File: src/rtl/adder_pkg.sv
// Shared widths and elaboration-time helpers for the pipelined adder/subtractor.
package adder_pkg;

    localparam int FP_MANT_A_W = 47;
    localparam int FP_MANT_B_W = 46;
    localparam int FP_SEG_W    = 16;

    function automatic int ceil_div(int n, int d);
        return (n + d - 1) / d;
    endfunction

    function automatic int max_int(int a, int b);
        return (a > b) ? a : b;
    endfunction

    function automatic int num_stages(int w, int seg);
        return ceil_div(w, seg);
    endfunction

    // The top segment only covers whatever the full-width segments leave over.
    function automatic int last_seg_w(int w, int seg);
        return w - (num_stages(w, seg) - 1) * seg;
    endfunction

endpackage

File: src/rtl/pipelined_unsigned_adder_if.sv
// Operand/result handshake bundle for pipelined_unsigned_adder.
// The carry-in wire exists only when PIPE_ADD_CARRY_IN_EN is defined.
interface pipelined_unsigned_adder_if #(
    parameter int WIDTH_A = 47,
    parameter int WIDTH_B = 46
);
    localparam int W = (WIDTH_A > WIDTH_B) ? WIDTH_A : WIDTH_B;

    // A transfer happens on a rising clock edge where valid and ready are both high;
    // a source holding valid keeps its payload stable until that edge.
    logic               in_valid;
    logic               in_ready;
    logic [WIDTH_A-1:0] in_a;
    logic [WIDTH_B-1:0] in_b;
    logic               in_sub;
`ifdef PIPE_ADD_CARRY_IN_EN
    logic               in_cin;
`endif
    logic               out_valid;
    logic               out_ready;
    logic [W:0]         out_sum;

`ifdef PIPE_ADD_CARRY_IN_EN
    modport master (output in_valid, in_a, in_b, in_sub, in_cin, out_ready,
                    input  in_ready, out_valid, out_sum);
    modport slave  (input  in_valid, in_a, in_b, in_sub, in_cin, out_ready,
                    output in_ready, out_valid, out_sum);
`else
    modport master (output in_valid, in_a, in_b, in_sub, out_ready,
                    input  in_ready, out_valid, out_sum);
    modport slave  (input  in_valid, in_a, in_b, in_sub, out_ready,
                    output in_ready, out_valid, out_sum);
`endif

endinterface

File: src/rtl/adder_pipe_segment.sv
// One carry segment: adds bits [LO +: SW] of the skewed operands plus the
// registered carry, and forwards result, operands and carry-out through a valid/ready stage.
module adder_pipe_segment #(
    parameter int W  = 47,
    parameter int LO = 0,
    parameter int SW = 16
) (
    input  logic         clk,
    input  logic         rst_n,
    input  logic         valid_in,
    output logic         ready_in,
    input  logic [W-1:0] res_in,
    input  logic [W-1:0] a_in,
    input  logic [W-1:0] b_in,
    input  logic         carry_in,
    output logic         valid_out,
    input  logic         ready_out,
    output logic [W-1:0] res_out,
    output logic [W-1:0] a_out,
    output logic [W-1:0] b_out,
    output logic         carry_out
);
    localparam logic [W-1:0] SEG_MASK = ({W{1'b1}} >> (W - SW)) << LO;

    logic [SW:0]  seg_sum;
    logic [W-1:0] res_next;

    assign seg_sum  = {1'b0, a_in[LO +: SW]} + {1'b0, b_in[LO +: SW]} + (SW+1)'(carry_in);
    assign res_next = (res_in & ~SEG_MASK) | (W'(seg_sum[SW-1:0]) << LO);

    // An empty stage, or one whose content moves on this edge, can take new data.
    assign ready_in = !valid_out | ready_out;

    always_ff @(posedge clk or negedge rst_n) begin
        if (!rst_n) begin
            valid_out <= 1'b0;
            res_out   <= '0;
            a_out     <= '0;
            b_out     <= '0;
            carry_out <= 1'b0;
        end else if (ready_in) begin
            valid_out <= valid_in;
            if (valid_in) begin
                res_out   <= res_next;
                a_out     <= a_in;
                b_out     <= b_in;
                carry_out <= seg_sum[SW];
            end
        end
    end

endmodule

File: src/rtl/pipelined_unsigned_adder.sv
// Pipelined unsigned adder/subtractor: one register stage per SEG_W-bit carry segment.
// Define PIPE_ADD_CARRY_IN_EN to add the in_cin carry/borrow input.
module pipelined_unsigned_adder
    import adder_pkg::*;
#(
    parameter int WIDTH_A = FP_MANT_A_W,
    parameter int WIDTH_B = FP_MANT_B_W,
    parameter int SEG_W   = FP_SEG_W
) (
    input logic                        clk,
    input logic                        rst_n,
    pipelined_unsigned_adder_if.slave  bus
);
    localparam int W      = max_int(WIDTH_A, WIDTH_B);
    localparam int STAGES = num_stages(W, SEG_W);
    localparam int LAST_W = last_seg_w(W, SEG_W);

    logic [W-1:0] a_ext;
    logic [W-1:0] b_zext;
    logic [W-1:0] b_ext;
    logic         carry0;

    assign a_ext  = W'(bus.in_a);
    assign b_zext = W'(bus.in_b);
    // Subtraction is A + ~B + 1, so the +1 rides in on the segment-0 carry.
    assign b_ext  = bus.in_sub ? ~b_zext : b_zext;
`ifdef PIPE_ADD_CARRY_IN_EN
    assign carry0 = bus.in_sub ^ bus.in_cin;
`else
    assign carry0 = bus.in_sub;
`endif

    logic         valid_p [0:STAGES];
    logic         ready_p [0:STAGES];
    logic [W-1:0] res_p   [0:STAGES];
    logic [W-1:0] a_p     [0:STAGES];
    logic [W-1:0] b_p     [0:STAGES];
    logic         carry_p [0:STAGES];

    assign valid_p[0]      = bus.in_valid;
    assign res_p[0]        = '0;
    assign a_p[0]          = a_ext;
    assign b_p[0]          = b_ext;
    assign carry_p[0]      = carry0;
    assign ready_p[STAGES] = bus.out_ready;
    assign bus.in_ready    = ready_p[0];

    for (genvar k = 0; k < STAGES; k++) begin : g_seg
        adder_pipe_segment #(
            .W  (W),
            .LO (k * SEG_W),
            .SW ((k == STAGES - 1) ? LAST_W : SEG_W)
        ) u_seg (
            .clk       (clk),
            .rst_n     (rst_n),
            .valid_in  (valid_p[k]),
            .ready_in  (ready_p[k]),
            .res_in    (res_p[k]),
            .a_in      (a_p[k]),
            .b_in      (b_p[k]),
            .carry_in  (carry_p[k]),
            .valid_out (valid_p[k+1]),
            .ready_out (ready_p[k+1]),
            .res_out   (res_p[k+1]),
            .a_out     (a_p[k+1]),
            .b_out     (b_p[k+1]),
            .carry_out (carry_p[k+1])
        );
    end

    assign bus.out_valid = valid_p[STAGES];
    assign bus.out_sum   = {carry_p[STAGES], res_p[STAGES]};

    // Every operand bit is consumed by the last stage; its forwarded copies go nowhere.
    logic unused_ops;
    assign unused_ops = ^{a_p[STAGES], b_p[STAGES]};

endmodule

File: src/flat_wrapper.sv
// flat-port wrapper written by rule: the top's interface ports become plain ports
module pipelined_unsigned_adder_flat import adder_pkg::*;
#(
    parameter int WIDTH_A = FP_MANT_A_W,
    parameter int WIDTH_B = FP_MANT_B_W,
    parameter int SEG_W   = FP_SEG_W
)
  (clk, rst_n, bus_in_valid, bus_in_a, bus_in_b, bus_in_sub, bus_out_ready, bus_in_ready, bus_out_valid, bus_out_sum);
  pipelined_unsigned_adder_if #(.WIDTH_A(WIDTH_A), .WIDTH_B(WIDTH_B)) bus_i ();
  input logic clk;
  input logic rst_n;
  input wire logic [$bits(bus_i.in_valid)-1:0] bus_in_valid;
  input wire logic [$bits(bus_i.in_a)-1:0] bus_in_a;
  input wire logic [$bits(bus_i.in_b)-1:0] bus_in_b;
  input wire logic [$bits(bus_i.in_sub)-1:0] bus_in_sub;
  input wire logic [$bits(bus_i.out_ready)-1:0] bus_out_ready;
  output wire logic [$bits(bus_i.in_ready)-1:0] bus_in_ready;
  output wire logic [$bits(bus_i.out_valid)-1:0] bus_out_valid;
  output wire logic [$bits(bus_i.out_sum)-1:0] bus_out_sum;
  assign bus_i.in_valid = bus_in_valid;
  assign bus_i.in_a = bus_in_a;
  assign bus_i.in_b = bus_in_b;
  assign bus_i.in_sub = bus_in_sub;
  assign bus_i.out_ready = bus_out_ready;
  assign bus_in_ready = bus_i.in_ready;
  assign bus_out_valid = bus_i.out_valid;
  assign bus_out_sum = bus_i.out_sum;
  pipelined_unsigned_adder #(.WIDTH_A(WIDTH_A), .WIDTH_B(WIDTH_B), .SEG_W(SEG_W)) u_core (.clk(clk), .rst_n(rst_n), .bus(bus_i));
endmodule
File: config.mk
export PLATFORM = sky130hd
export DESIGN_NAME = pipelined_unsigned_adder_flat
export DESIGN_NICKNAME = d
export VERILOG_FILES = /design/src/rtl/adder_pkg.sv /design/src/rtl/pipelined_unsigned_adder_if.sv /design/src/rtl/adder_pipe_segment.sv /design/src/rtl/pipelined_unsigned_adder.sv /design/src/flat_wrapper.sv
export SDC_FILE = /design/constraint.sdc
export NUM_CORES = 1
export LEC_CHECK = 0
export BUFFER_PORTS_ARGS = -buffer_cell sky130_fd_sc_hd__buf_2
export CORE_MARGIN = 3
export CORE_UTILIZATION = 50
export DETAILED_ROUTE_END_ITERATION = 10
export HOLD_SLACK_MARGIN = 0.03
export PLACE_DENSITY_LB_ADDON = 0.1
export SYNTH_ARGS = -nofsm -noshare
export SYNTH_HDL_FRONTEND = slang
export SYNTH_HIERARCHICAL = 1
export SYNTH_SLANG_ARGS = --single-unit
export TNS_END_PERCENT = 50
File: constraint.sdc
create_clock -name clk -period 3.45 [get_ports clk]
set_input_delay 0.345 -clock clk [delete_from_list [all_inputs] [get_ports clk]]
set_output_delay 0.345 -clock clk [all_outputs]
set_load 0.05 [all_outputs]
==> impl_metrics.ini <==
[run_status]
status = finished clean

[synth]
synthCells = 1130
syn_area_sq_um = 10000
syn_area_per_cell_sq_um = 8.87
yosys_warnings = 6
syn_nets = 1278

[setup_path]
cp.arrival_ns = 2.95
critical_path.top_delay_family = compound AO/OA/AOI/OAI gates
r2r-start = u_core/g_seg[0].u_seg/a_out[16]$_DFFE_PN0P_
critPathCaptureType = flip-flop
reg2reg_depth = 8
path_depth = 8
crit_path_frequent_cell = fa_1
crit_chain = fa_1 -> fa_1 -> a21o_2 -> a221oi_4 -> o31ai_4 -> a31oi_4 -> xor2_1 -> o21ai_1
criticalPathCategory = flip-flop to flip-flop
path_max_fanout = 4
cp.required_ns = 3.73
max_stage_delay_ns = 0.47
startpoint_type = flip-flop
slowest_stage = fa_1
crit_buf_inv = 0
startpoint = u_core/g_seg[0].u_seg/a_out[16]$_DFFE_PN0P_

[clock_tree]
h-tree-depth = 4
insertion_delay_ns = 0.43
root_buffer = clkbuf_16
clockBufferDepth = 2
holdBufCountCts = 1
post_cts_buffers = 0
cts_tree = done
cts_buffers = 17
cts_sinks = 193
cts.repair.resized = 0
clk_pin_slew_ns = 0.07

[run]
cap_violations = 0

[pwr]
vdd_drop_max_uv = 374
leakagePower_uw = 0.00604
power_density_nw_per_um2 = 749
p_total_uw = 8630

[grt]
grt_overflow = 0
grt_pass1_wl_um = 37800
grt_max_degree = 85
grt_pass1_vias = 7516
antenna_found_initial = 1
track_usage_pct = 21.5

[sta]
max_freq_ghz = 0.374
relSlewSlack_pct = 36.4
fin_skew_ns = 0.00936
worst_slew_pin_slew_ns = 0.955
hold_violations = 0
setup_tns_ns = 0
grt_setup_unrepaired = false
maxSlewViolCount = 0
fin_crit_sh_pct = 77.4
min_period_ns = 2.67
setup_viol = 0

[routing]
via_per_inst = 5.06
wl_um = 22500
drtPass1Iterations = 5
num_vias = 7670
drc = 0
drt-wirelength-per-cell_um = 14.9
drtIter0Drc = 450
drtAntennaViolNets = 0

[place]
place.gp.congestion = 0.887
place_area_sq_um = 10900
hpwl_um = 15800
io_buffers = 147

[floorplanning]
ios = 148
start_util_pct = 51.2
rows = 51
die_h_um = 148
coreArea_sq_um = 19600
dieArea_sq_um = 21800
die_w_um = 148

[cells_and_area]
n_antenna_cell = 0
design_area_sq_um = 11500
synthToLayoutAreaGrowth_pct = 15.0
drive_above_1_share_pct = 18.0
fin_util_pct = 58.9
nNetsFinal = 1386

[hold_path]
min_from = bus_in_a[38]
hold_depth = 3
hold_class = primary input to flip-flop
==> tightest hold or removal path, cell delays in order <==
cell and delay [ns]:
buf_2 0.07, nand2_1 0.04, nand2_1 0.04
==> cell usage in the layout, fill, tap and decap left out, types with 6 or more instances in the layout <==
cell,count
nand2_1,493
dfrtp_1,193
buf_2,146
xor2_1,60
o21ai_0,48
ha_1,44
a21oi_1,32
xnor2_1,20
clkbuf_16,17
a21o_1,14
nor2_1,13
nand3_1,12
inv_1,11
o21ai_1,10
o21a_1,9
buf_4,9
nand4_1,8
nand2b_1,7
and3_2,6
a211oi_1,6
fa_1,6
==> sequential cells by signal, indices dropped and copies added (netlist names) <==
name and count:
u_core/g_seg.u_seg/valid_out 3, u_core/g_seg.u_seg/a_out 46, u_core/g_seg.u_seg/b_out 46, u_core/g_seg.u_seg/carry_out 3
u_core/g_seg.u_seg/res_out 95
==> path summary, 6_finish.rpt <==
check | endpoint | slack (ns)
max in group asynchronous | u_core/g_seg[1].u_seg/res_out[30]$_DFFE_PN0P_ | 2.11
min in group asynchronous | u_core/g_seg[1].u_seg/a_out[37]$_DFFE_PN0P_ | 0.49
max reg2reg | u_core/g_seg[1].u_seg/res_out[28]$_DFFE_PN0P_ | 0.78
min reg2reg | u_core/g_seg[1].u_seg/b_out[44]$_DFFE_PN0P_ | 0.46
max | u_core/g_seg[1].u_seg/res_out[28]$_DFFE_PN0P_ | 0.78
min | u_core/g_seg[0].u_seg/a_out[38]$_DFFE_PN0P_ | 0.1
==> cell type report <==
type / count / area (sq um)
Fill cell: 1808 / 8060
Clock inverter: 12 / 203
Clock buffer: 20 / 457
Inverter: 11 / 41.3
Timing Repair Buffer: 160 / 882
Tap cell: 265 / 332
Sequential cell: 193 / 4830
Multi-Input combinational cell: 855 / 4790
==> power breakdown <==
part,total [uW],internal (uW),switching (uW)
clock,2200,1330,872
combinational,3150,997,2150
sequential,3280,2900,379
total,8630,5230,3400
==> metrics by stage <==
step,cells,setup slack (ns),hold WS [ns]
6_report,1516,0.778,0.0981
5_1_grt,1516,0.664,0.0799
4_1_cts,1516,0.782,0.0769
3_5_place_dp,1483,0.547,0.426
3_3_place_gp,1483,0.587,0.429
2_1_floorplan,1130,0.758,0.0494
==> layer usage <==
metal / up-vias / global-route usage (%) / wire [um]
li1: 3870 / - / -
met1: 3613 / 30.2 / 10700
met2: 163 / 34.0 / 10400
met3: 22 / 4.87 / 1120
met4: 2 / 5.50 / 208
met5: - / 0 / 20
Note: power is estimated with default switching activity, not from simulation.
